[config.mk]
export PLATFORM = sky130hd
export DESIGN_NAME = load_store_unit_flat
export DESIGN_NICKNAME = d
export VERILOG_FILES = /design/src/rtl/load_store_unit_if.sv /design/src/rtl/load_store_unit.sv /design/src/flat_wrapper.sv
export SDC_FILE = /design/constraint.sdc
export NUM_CORES = 1
export LEC_CHECK = 0
export BUFFER_PORTS_ARGS = -buffer_cell sky130_fd_sc_hd__buf_4
export CAP_MARGIN = 20
export CORE_MARGIN = 2
export CORE_UTILIZATION = 55
export CTS_BUF_LIST = sky130_fd_sc_hd__clkbuf_8
export DETAILED_ROUTE_END_ITERATION = 6
export GPL_ROUTABILITY_DRIVEN = 1
export MAX_ROUTING_LAYER = met4
export PLACE_DENSITY = 0.85
export SYNTH_ARGS = -nofsm -noshare
export SYNTH_HDL_FRONTEND = slang
export SYNTH_SLANG_ARGS = --single-unit
[constraint.sdc]
create_clock -name CLK -period 3.6 [get_ports CLK]
set_input_delay 0.18 -clock CLK [delete_from_list [all_inputs] [get_ports CLK]]
set_output_delay 0.18 -clock CLK [all_outputs]
set_load 0.05 [all_outputs]
[src/rtl/load_store_unit_if.sv]
// Request, load-response and data-memory signals of the load/store unit.
// The LSU connects through the slave modport; the requester and memory use master.
interface load_store_unit_if #(
    parameter int DATA_WIDTH = 32,
    parameter int ADDR_WIDTH = 32
);
    logic                  req_valid;
    logic                  req_ready;
    logic                  req_write;
    logic [1:0]            req_size;
    logic                  req_signed;
    logic [ADDR_WIDTH-1:0] req_addr;
    logic [DATA_WIDTH-1:0] req_wdata;

    logic [DATA_WIDTH-1:0] ld_data;
    logic                  ld_valid;
    logic                  acc_err;

    logic [ADDR_WIDTH-1:0] mem_addr;
    logic                  mem_we;
    logic [DATA_WIDTH-1:0] mem_wd;
    logic [DATA_WIDTH-1:0] mem_rd;

    modport slave (
        input  req_valid, req_write, req_size, req_signed, req_addr, req_wdata, mem_rd,
        output req_ready, ld_data, ld_valid, acc_err, mem_addr, mem_we, mem_wd
    );

    modport master (
        output req_valid, req_write, req_size, req_signed, req_addr, req_wdata, mem_rd,
        input  req_ready, ld_data, ld_valid, acc_err, mem_addr, mem_we, mem_wd
    );
endinterface

[src/rtl/load_store_unit.sv]
// Byte/half/word load-store unit in front of a word-addressed memory (4-byte words).
// Sub-word stores are done as a read in the accept cycle and a merged write in MERGE.
module load_store_unit #(
    parameter int DATA_WIDTH = 32,
    parameter int ADDR_WIDTH = 32,
    parameter int MEM_DEPTH  = 100
) (
    input logic              CLK,
    input logic              RST,
    load_store_unit_if.slave bus
);

    typedef enum logic {
        S_IDLE  = 1'b0,
        S_MERGE = 1'b1
    } state_t;

    localparam logic [1:0]            SZ_BYTE     = 2'b00;
    localparam logic [1:0]            SZ_HALF     = 2'b01;
    localparam logic [1:0]            SZ_WORD     = 2'b10;
    localparam logic [1:0]            SZ_ILLEGAL  = 2'b11;
    localparam logic [ADDR_WIDTH-1:0] DEPTH_LIMIT = ADDR_WIDTH'(MEM_DEPTH);

    state_t                r_state;
    logic [ADDR_WIDTH-1:0] r_idx;
    logic [1:0]            r_lane;
    logic                  r_half;
    logic [DATA_WIDTH-1:0] r_wdata;
    logic [DATA_WIDTH-1:0] r_word;
    logic [DATA_WIDTH-1:0] r_ld_data;
    logic                  r_ld_valid;
    logic                  r_acc_err;

    logic [ADDR_WIDTH-1:0] w_idx;
    logic [1:0]            w_lane;
    logic                  w_idle;
    logic                  w_accept;
    logic                  w_err;
    logic                  w_ok;
    logic                  w_word_store;
    logic [7:0]            w_byte;
    logic [15:0]           w_half;
    logic [DATA_WIDTH-1:0] w_ld_ext;
    logic [DATA_WIDTH-1:0] w_merged;

    assign w_idx    = bus.req_addr >> 2;
    assign w_lane   = bus.req_addr[1:0];
    assign w_idle   = (r_state == S_IDLE);
    assign w_accept = bus.req_valid && w_idle;

    assign w_err = (bus.req_size == SZ_ILLEGAL)
                || ((bus.req_size == SZ_HALF) && bus.req_addr[0])
                || ((bus.req_size == SZ_WORD) && (w_lane != 2'b00))
                || (w_idx >= DEPTH_LIMIT);

    assign w_ok         = w_accept && !w_err;
    assign w_word_store = w_ok && bus.req_write && (bus.req_size == SZ_WORD);

    // Little-endian lane pick from the word read this cycle.
    assign w_byte = bus.mem_rd[{w_lane, 3'b000} +: 8];
    assign w_half = w_lane[1] ? bus.mem_rd[31:16] : bus.mem_rd[15:0];

    always_comb begin
        // NOTE: every always_comb output gets a default first, so no path can infer a latch.
        w_ld_ext = bus.mem_rd;
        case (bus.req_size)
            SZ_BYTE: w_ld_ext = {{(DATA_WIDTH-8){bus.req_signed & w_byte[7]}}, w_byte};
            SZ_HALF: w_ld_ext = {{(DATA_WIDTH-16){bus.req_signed & w_half[15]}}, w_half};
            default: w_ld_ext = bus.mem_rd;
        endcase
    end

    // Replace only the target lane(s) of the word captured in the accept cycle.
    always_comb begin
        w_merged = r_word;
        if (r_half) begin
            w_merged[{r_lane[1], 4'b0000} +: 16] = r_wdata[15:0];
        end else begin
            w_merged[{r_lane, 3'b000} +: 8] = r_wdata[7:0];
        end
    end

    assign bus.req_ready = w_idle;
    assign bus.mem_we    = (r_state == S_MERGE) || w_word_store;
    assign bus.mem_addr  = (r_state == S_MERGE) ? r_idx : w_idx;
    assign bus.mem_wd    = (r_state == S_MERGE) ? w_merged : bus.req_wdata;
    assign bus.ld_data   = r_ld_data;
    assign bus.ld_valid  = r_ld_valid;
    assign bus.acc_err   = r_acc_err;

    always_ff @(posedge CLK or negedge RST) begin
        if (!RST) begin
            // NOTE: the store latches are ordinary flops, not a memory array, so they reset too;
            // an async reset in MERGE therefore drops mem_we at once and discards the store.
            r_state    <= S_IDLE;
            r_idx      <= '0;
            r_lane     <= '0;
            r_half     <= 1'b0;
            r_wdata    <= '0;
            r_word     <= '0;
            r_ld_data  <= '0;
            r_ld_valid <= 1'b0;
            r_acc_err  <= 1'b0;
        end else begin
            // NOTE: non-blocking assignments so all state updates land together at the edge.
            r_ld_valid <= 1'b0;
            r_acc_err  <= w_accept && w_err;
            case (r_state)
                S_IDLE: begin
                    if (w_ok) begin
                        if (!bus.req_write) begin
                            r_ld_data  <= w_ld_ext;
                            r_ld_valid <= 1'b1;
                        end else if (bus.req_size != SZ_WORD) begin
                            r_idx   <= w_idx;
                            r_lane  <= w_lane;
                            r_half  <= (bus.req_size == SZ_HALF);
                            r_wdata <= bus.req_wdata;
                            r_word  <= bus.mem_rd;
                            r_state <= S_MERGE;
                        end
                    end
                end
                S_MERGE: r_state <= S_IDLE;
                default: r_state <= S_IDLE;
            endcase
        end
    end

endmodule

[src/flat_wrapper.sv]
// flat-port wrapper written by rule: the top's interface ports become plain ports
module load_store_unit_flat 
#(
    parameter int DATA_WIDTH = 32,
    parameter int ADDR_WIDTH = 32,
    parameter int MEM_DEPTH  = 100
)
  (CLK, RST, bus_req_valid, bus_req_write, bus_req_size, bus_req_signed, bus_req_addr, bus_req_wdata, bus_mem_rd, bus_req_ready, bus_ld_data, bus_ld_valid, bus_acc_err, bus_mem_addr, bus_mem_we, bus_mem_wd);
  load_store_unit_if #(.DATA_WIDTH(DATA_WIDTH), .ADDR_WIDTH(ADDR_WIDTH)) bus_i ();
  input logic CLK;
  input logic RST;
  input wire logic [$bits(bus_i.req_valid)-1:0] bus_req_valid;
  input wire logic [$bits(bus_i.req_write)-1:0] bus_req_write;
  input wire logic [$bits(bus_i.req_size)-1:0] bus_req_size;
  input wire logic [$bits(bus_i.req_signed)-1:0] bus_req_signed;
  input wire logic [$bits(bus_i.req_addr)-1:0] bus_req_addr;
  input wire logic [$bits(bus_i.req_wdata)-1:0] bus_req_wdata;
  input wire logic [$bits(bus_i.mem_rd)-1:0] bus_mem_rd;
  output wire logic [$bits(bus_i.req_ready)-1:0] bus_req_ready;
  output wire logic [$bits(bus_i.ld_data)-1:0] bus_ld_data;
  output wire logic [$bits(bus_i.ld_valid)-1:0] bus_ld_valid;
  output wire logic [$bits(bus_i.acc_err)-1:0] bus_acc_err;
  output wire logic [$bits(bus_i.mem_addr)-1:0] bus_mem_addr;
  output wire logic [$bits(bus_i.mem_we)-1:0] bus_mem_we;
  output wire logic [$bits(bus_i.mem_wd)-1:0] bus_mem_wd;
  assign bus_i.req_valid = bus_req_valid;
  assign bus_i.req_write = bus_req_write;
  assign bus_i.req_size = bus_req_size;
  assign bus_i.req_signed = bus_req_signed;
  assign bus_i.req_addr = bus_req_addr;
  assign bus_i.req_wdata = bus_req_wdata;
  assign bus_i.mem_rd = bus_mem_rd;
  assign bus_req_ready = bus_i.req_ready;
  assign bus_ld_data = bus_i.ld_data;
  assign bus_ld_valid = bus_i.ld_valid;
  assign bus_acc_err = bus_i.acc_err;
  assign bus_mem_addr = bus_i.mem_addr;
  assign bus_mem_we = bus_i.mem_we;
  assign bus_mem_wd = bus_i.mem_wd;
  load_store_unit #(.DATA_WIDTH(DATA_WIDTH), .ADDR_WIDTH(ADDR_WIDTH), .MEM_DEPTH(MEM_DEPTH)) u_core (.CLK(CLK), .RST(RST), .bus(bus_i));
endmodule
==> flow_metrics.env, run 1 <==
export IMPL_vias_per_cell=6.03
export IMPL_dr_pass1_iters=5
export IMPL_antenna_left=0
export IMPL_finalCriticalPeriod_ns=3.08
export IMPL_yosysWarnings=0
export IMPL_dieArea_mm2=0.0129
export IMPL_die_width_um=114
export IMPL_grt_max_degree=69
export IMPL_cts_max_level=4
export IMPL_critPathMaxStageDelay_ns=0.43
export IMPL_rows=39
export IMPL_diodes=0
export IMPL_ioPinCount=203
export IMPL_synthArstFlopShare=1.00
export IMPL_seqPwrFrac=0.413
export IMPL_gp_congestion=0.922
export IMPL_tightest_slew_ns=1.07
export IMPL_drc=0
export IMPL_hold_ws_ns=0.0160
export IMPL_synth_compound_area_frac=0.126
export IMPL_max_freq_mhz=325
export IMPL_grt_pass1_vias=5648
export IMPL_p_int_mw=2.29
export IMPL_netlist_instances=549
export IMPL_io_buffer_count=200
export IMPL_totalWireLength_mm=18.3
export IMPL_syn_avg_cell_area_um2=12.0
export IMPL_grt_pass1_wl_mm=28.9
export IMPL_fin_skew_ns=0.00793
export IMPL_cp_top_family="buffers and inverters"
export IMPL_place_ws_ns=0.976
export IMPL_setup_slack_ns=0.525
export IMPL_synth_xor_area_frac=0
export IMPL_critPathMostFrequentCell="buf_4"
export IMPL_power_switching_mw=0.865
export IMPL_cp_start_kind="register"
export IMPL_synthTopCellsByArea="dfrtp_1 44%, mux2_2 25%, mux2i_1 5.9%"
export IMPL_critPathArrivalTime_ns=2.90
export IMPL_clk_pin_slew_ns=0.08
export IMPL_setup_viol=0
export IMPL_vias=5556
export IMPL_worstPathBufferInverterCount=4
export IMPL_synthDistinctLibCells=48
export IMPL_ys_seq_elements=116
export IMPL_finalMaxSlewViolations=0
export IMPL_rsz0062_at_grt="no"
export IMPL_cts_buffer_depth=2
export IMPL_place_hpwl_mm=12.9
export IMPL_power_frac_comb=0.156
export IMPL_path_cells="buf_4 > inv_1 > ha_1 > nor4bb_1 > buf_4 > a221oi_1 > a21oi_1 > mux2_2 > buf_4"
export IMPL_crit_path_max_fanout=20
export IMPL_synth_edf_count=0
export IMPL_ir_drop_mv=0.216
export IMPL_synthMuxAreaShare=0.317
export IMPL_outcome="completed"
export IMPL_synth_top_family_by_area="multiplexers"
export IMPL_fin_setup_tns_ns=0
export IMPL_core_mm2=0.0116
export IMPL_antenna_found_initial=0
export IMPL_synth_area_mm2=0.00660
export IMPL_synth_top_area_cell="dfrtp_1"
export IMPL_start_util=0.570
export IMPL_worstSetupPathType="reg -> out"
export IMPL_drt_first_iter_violations=423
export IMPL_synth_simple_area_share=0.0689
export IMPL_max_slew_margin=0.290
export IMPL_hold_path_class="in -> reg"
export IMPL_worst_path_max_delay_cell="nor4bb_1"
export IMPL_layout_drive_gt1_share=0.513
export IMPL_power_density_mw_per_mm2=353
export IMPL_cts_root_buf="clkbuf_8"
export IMPL_p_sw_frac=0.274
export IMPL_grt_usage=0.297
export IMPL_wl_per_cell_um=19.9
export IMPL_cts_made_buffers=17
export IMPL_nets=874
export IMPL_grt_overflow=0
export IMPL_clock_power_share=0.432
export IMPL_power_leakage_nw=4.62
export IMPL_crit_required_ns=3.42
export IMPL_clock_sinks=116
export IMPL_die_h_um=114
export IMPL_period_share=0.854
export IMPL_area_growth_pct=35.5
export IMPL_ys_seq_area_frac=0.440
export IMPL_max_cap_violations=0
export IMPL_cp_end_kind="primary output"
export IMPL_synth_ff_type="dfrtp_1"
export IMPL_clk_latency_ns=0.43
export IMPL_finalHoldViolCount=0
export IMPL_cts_tree="yes"
export IMPL_yosys_area_top_type_share=0.440
export IMPL_synthAdderAreaFrac=0.00948
[Yosys cell counts, types with 5 or more instances]
cell type	n
clkbuf_1	26
dfrtp_1	116
nor2b_1	5
inv_1	9
nor2_1	16
ha_1	5
mux2i_1	39
mux2_2	149
a221o_1	14
a22o_1	16
a21oi_1	31
and2_1	24
nor4_1	5
buf_2	14
a221oi_1	30
[per-stage QoR]
stage	instance area, um2	util	power (mW)	instances
after global routing	8940	0.773	3.26	922
after detailed placement	8150	0.704	1.79	855
after CTS	8930	0.772	3.16	921
after floorplan	6600	-	1.58	550
after global placement	8150	0.704	1.78	855
final	8940	0.773	3.16	922
[power by group through the flow]
stage / combinational (mW) / sequential (mW) / clock, mW
after floorplan: 0.249 / 1.33 / 0
after global placement: 0.452 / 1.33 / 0
after detailed placement: 0.458 / 1.33 / 0
after CTS: 0.490 / 1.30 / 1.37
after global routing: 0.521 / 1.30 / 1.44
final: 0.492 / 1.30 / 1.36
[cell families after synthesis]
group           count (synthesis)
compound gates                106
mux                           189
simple gates                   75
fa+ha+maj                       5
flops                         116
other cells                     1
buf+inv                        57
[placed cells by master (no fill, tap or decap), drive strengths merged, types with 14 or more instances in the layout]
| master | instances |
|---|---|
| a221o | 14 |
| dfrtp | 116 |
| mux2 | 149 |
| and2 | 24 |
| mux2i | 39 |
| buf | 211 |
| a21oi | 31 |
| dlygate4sd3 | 34 |
| a22o | 16 |
| clkbuf | 18 |
| a221oi | 30 |
| nor2 | 16 |
[layer usage]
layer	GRT usage	wire length, um	vias up
met5	-	0	-
met4	0.104	482	0
met3	0.0558	1080	47
met2	0.497	9350	239
met1	0.364	7420	2758
li1	-	-	2512
[path summary, 6_finish.rpt]
kind                                   from               endpoint  slack (ns)  cells past startpoint
hold reg to reg            u_core.r_idx[21]       u_core.r_idx[21]        0.48                      1
min in group asynchronous               RST      u_core.r_wdata[5]        0.39                      2
max in group asynchronous               RST  u_core.bus.ld_data[6]        2.28                      3
hold / removal                bus_mem_rd[2]       u_core.r_word[2]        0.02                      2
setup reg to reg             u_core.r_state       u_core.r_word[3]        0.96                      5
setup / recovery           u_core.r_lane[1]          bus_mem_wd[4]        0.52                      9
[registers in the layout, summed over array words and instances (netlist names)]
name                 flops
u_core.r_lane            2
u_core.r_word           32
u_core.r_half            1
u_core.r_idx            30
u_core.bus.acc_err       1
u_core.bus.ld_data      32
u_core.r_wdata          16
u_core.bus.ld_valid      1
u_core.r_state           1
[timing repair]
action                    CTS  global route
hold endpoints to repair   98             0
gates resized for setup     0             0
buffers inserted            0             0
hold buffers               34             0
[layout make-up]
class                   instances  area, um2
inverters                       9       33.8
fillers                       746       2630
multi-input cells             377       3450
repair buffers                245       1920
well taps                     143        179
clock inverters                14        198
clock buffers                  18        248
flip-flops and latches        116       2910
(Power assumes the default switching activity.)
==> inputs of run 2 (changes only) <==
- RECOVER_POWER: unset -> 50
==> flow_metrics.env, run 2 (synthesis gave the netlist of run 1 again) <==
export IMPL_die_h_um=114
export IMPL_antenna_left=0
export IMPL_finalHoldViolCount=0
export IMPL_start_util=0.570
export IMPL_cp_end_kind="primary output"
export IMPL_drt_first_iter_violations=388
export IMPL_cts_buffer_depth=2
export IMPL_place_ws_ns=0.976
export IMPL_vias_per_cell=6.02
export IMPL_hold_path_class="in -> reg"
export IMPL_critPathArrivalTime_ns=2.88
export IMPL_layout_drive_gt1_share=0.451
export IMPL_crit_required_ns=3.42
export IMPL_die_width_um=114
export IMPL_final_util=0.757
export IMPL_clk_pin_slew_ns=0.07
export IMPL_gr_max_usage_layer="met2"
export IMPL_clk_latency_ns=0.43
export IMPL_mostFrequentLayoutCell="buf_4"
export IMPL_worst_path_max_delay_cell="nor4bb_1"
export IMPL_grt_max_degree=69
export IMPL_power_density_mw_per_mm2=359
export IMPL_dieArea_mm2=0.0129
export IMPL_fillers=808
export IMPL_grt_overflow=0
export IMPL_cts_resized=0
export IMPL_cp_start_kind="register"
export IMPL_violations="capacitance limit, slew limit"
export IMPL_cts_made_buffers=17
export IMPL_clock_sinks=116
export IMPL_power_leakage_nw=4.42
export IMPL_nets=874
export IMPL_cts_root_buf="clkbuf_8"
export IMPL_setup_viol=0
export IMPL_cp_top_family="buffers and inverters"
export IMPL_outcome="finished with violations"
export IMPL_antenna_found_initial=0
export IMPL_grt_pass1_vias=5648
export IMPL_rows=39
export IMPL_final_cells=922
export IMPL_critPathMostFrequentCell="buf_4"
export IMPL_finalCriticalPeriod_ns=3.06
export IMPL_place_hpwl_mm=12.9
export IMPL_diodes=0
export IMPL_max_slew_margin=-0.132
export IMPL_multi_input_area_mm2=0.00345
export IMPL_ir_drop_mv=0.216
export IMPL_post_cts_buffers=0
export IMPL_wl_per_cell_um=19.9
export IMPL_ff_latch_area_mm2=0.00290
export IMPL_cts_tree="yes"
export IMPL_most_common_layout_cells="161 x buf_4, 149 x mux2_2, 115 x dfrtp_1, 48 x clkbuf_1, 39 x mux2i_1"
export IMPL_max_freq_mhz=327
export IMPL_placedCellCount=855
export IMPL_gr_usage_met1=0.364
export IMPL_rsz0062_at_grt="no"
export IMPL_vias=5554
export IMPL_cts_max_level=4
export IMPL_holdBufCountCts=34
export IMPL_core_mm2=0.0116
export IMPL_setup_slack_ns=0.543
export IMPL_grt_usage=0.297
export IMPL_crit_path_max_fanout=20
export IMPL_use_met3=0.0558
export IMPL_grt_pass1_wl_mm=28.9
export IMPL_max_cap_violations=1
export IMPL_period_share=0.849
export IMPL_area_growth_pct=32.7
export IMPL_worstPathBufferInverterCount=4
export IMPL_ioPinCount=203
export IMPL_finalMaxSlewViolations=68
export IMPL_fin_setup_tns_ns=0
export IMPL_drc=0
export IMPL_fin_skew_ns=0.00741
export IMPL_path_cells="buf_4 > inv_1 > ha_1 > nor4bb_1 > buf_4 > a221oi_1 > a21oi_1 > mux2_2 > buf_4"
export IMPL_met2_usage=0.497
export IMPL_tightest_slew_ns=1.70
export IMPL_dr_pass1_iters=5
export IMPL_totalWireLength_mm=18.3
export IMPL_gp_congestion=0.922
export IMPL_critPathMaxStageDelay_ns=0.43
export IMPL_io_buffer_count=200
export IMPL_worstSetupPathType="reg -> out"
-- run 2: cell count changes in the layout (fill, tap and decap cells not counted) --
cell / change
buf_4: -50
clkbuf_1: +48
clkbuf_2: +2
dfrtp_1: +1
dfrtp_2: -1
-- run 2: per-stage QoR --
| stage | total power, mW | hold slack, ns | cell area, um2 |
|---|---|---|---|
| floorplan | 1.58 | -0.116 | 6600 |
| global placement | 1.78 | 0.320 | 8150 |
| detailed placement | 1.79 | 0.346 | 8150 |
| CTS | 3.16 | 0.000403 | 8930 |
| global route | 3.25 | 0.000470 | 8750 |
| finish | 3.15 | 0.0216 | 8750 |
-- run 2: cell type report --
cell class,instances,area share
multi-input cells,377,0.394
flip-flops and latches,116,0.332
repair buffers,245,0.199
clock buffers,18,0.0283
clock inverters,14,0.0226
well taps,143,0.0204
inverters,9,0.00386
-- run 2: routing by layer --
layer | up-vias | part of all wire | wire length, um
li1 | 2513 | - | -
met1 | 2734 | 0.40 | 7360
met2 | 261 | 0.51 | 9370
met3 | 46 | 0.060 | 1110
met4 | 0 | 0.027 | 486
met5 | - | 0 | 0
-- run 2: power by group --
part / switching, mW / total [mW] / internal [mW] / leakage, nW
sequential: 0.000113 / 1.30 / 1.30 / 1.61
combinational: 0.283 / 0.483 / 0.201 / 2.59
clock: 0.579 / 1.36 / 0.781 / 0.220
total: 0.862 / 3.15 / 2.28 / 4.42
-- run 2: final timing paths --
kind | from | end | slack [ns] | cells past startpoint
setup / recovery | u_core.r_lane[1] | bus_mem_wd[4] | 0.54 | 9
hold / removal | bus_mem_rd[3] | u_core.r_word[3] | 0.02 | 2
setup reg to reg | u_core.r_state | u_core.r_wdata[1] | 0.61 | 5
hold reg to reg | u_core.r_idx[21] | u_core.r_idx[21] | 0.49 | 1
max in group asynchronous | RST | u_core.r_wdata[6] | 1.10 | 3
min in group asynchronous | RST | u_core.r_wdata[5] | 0.72 | 2
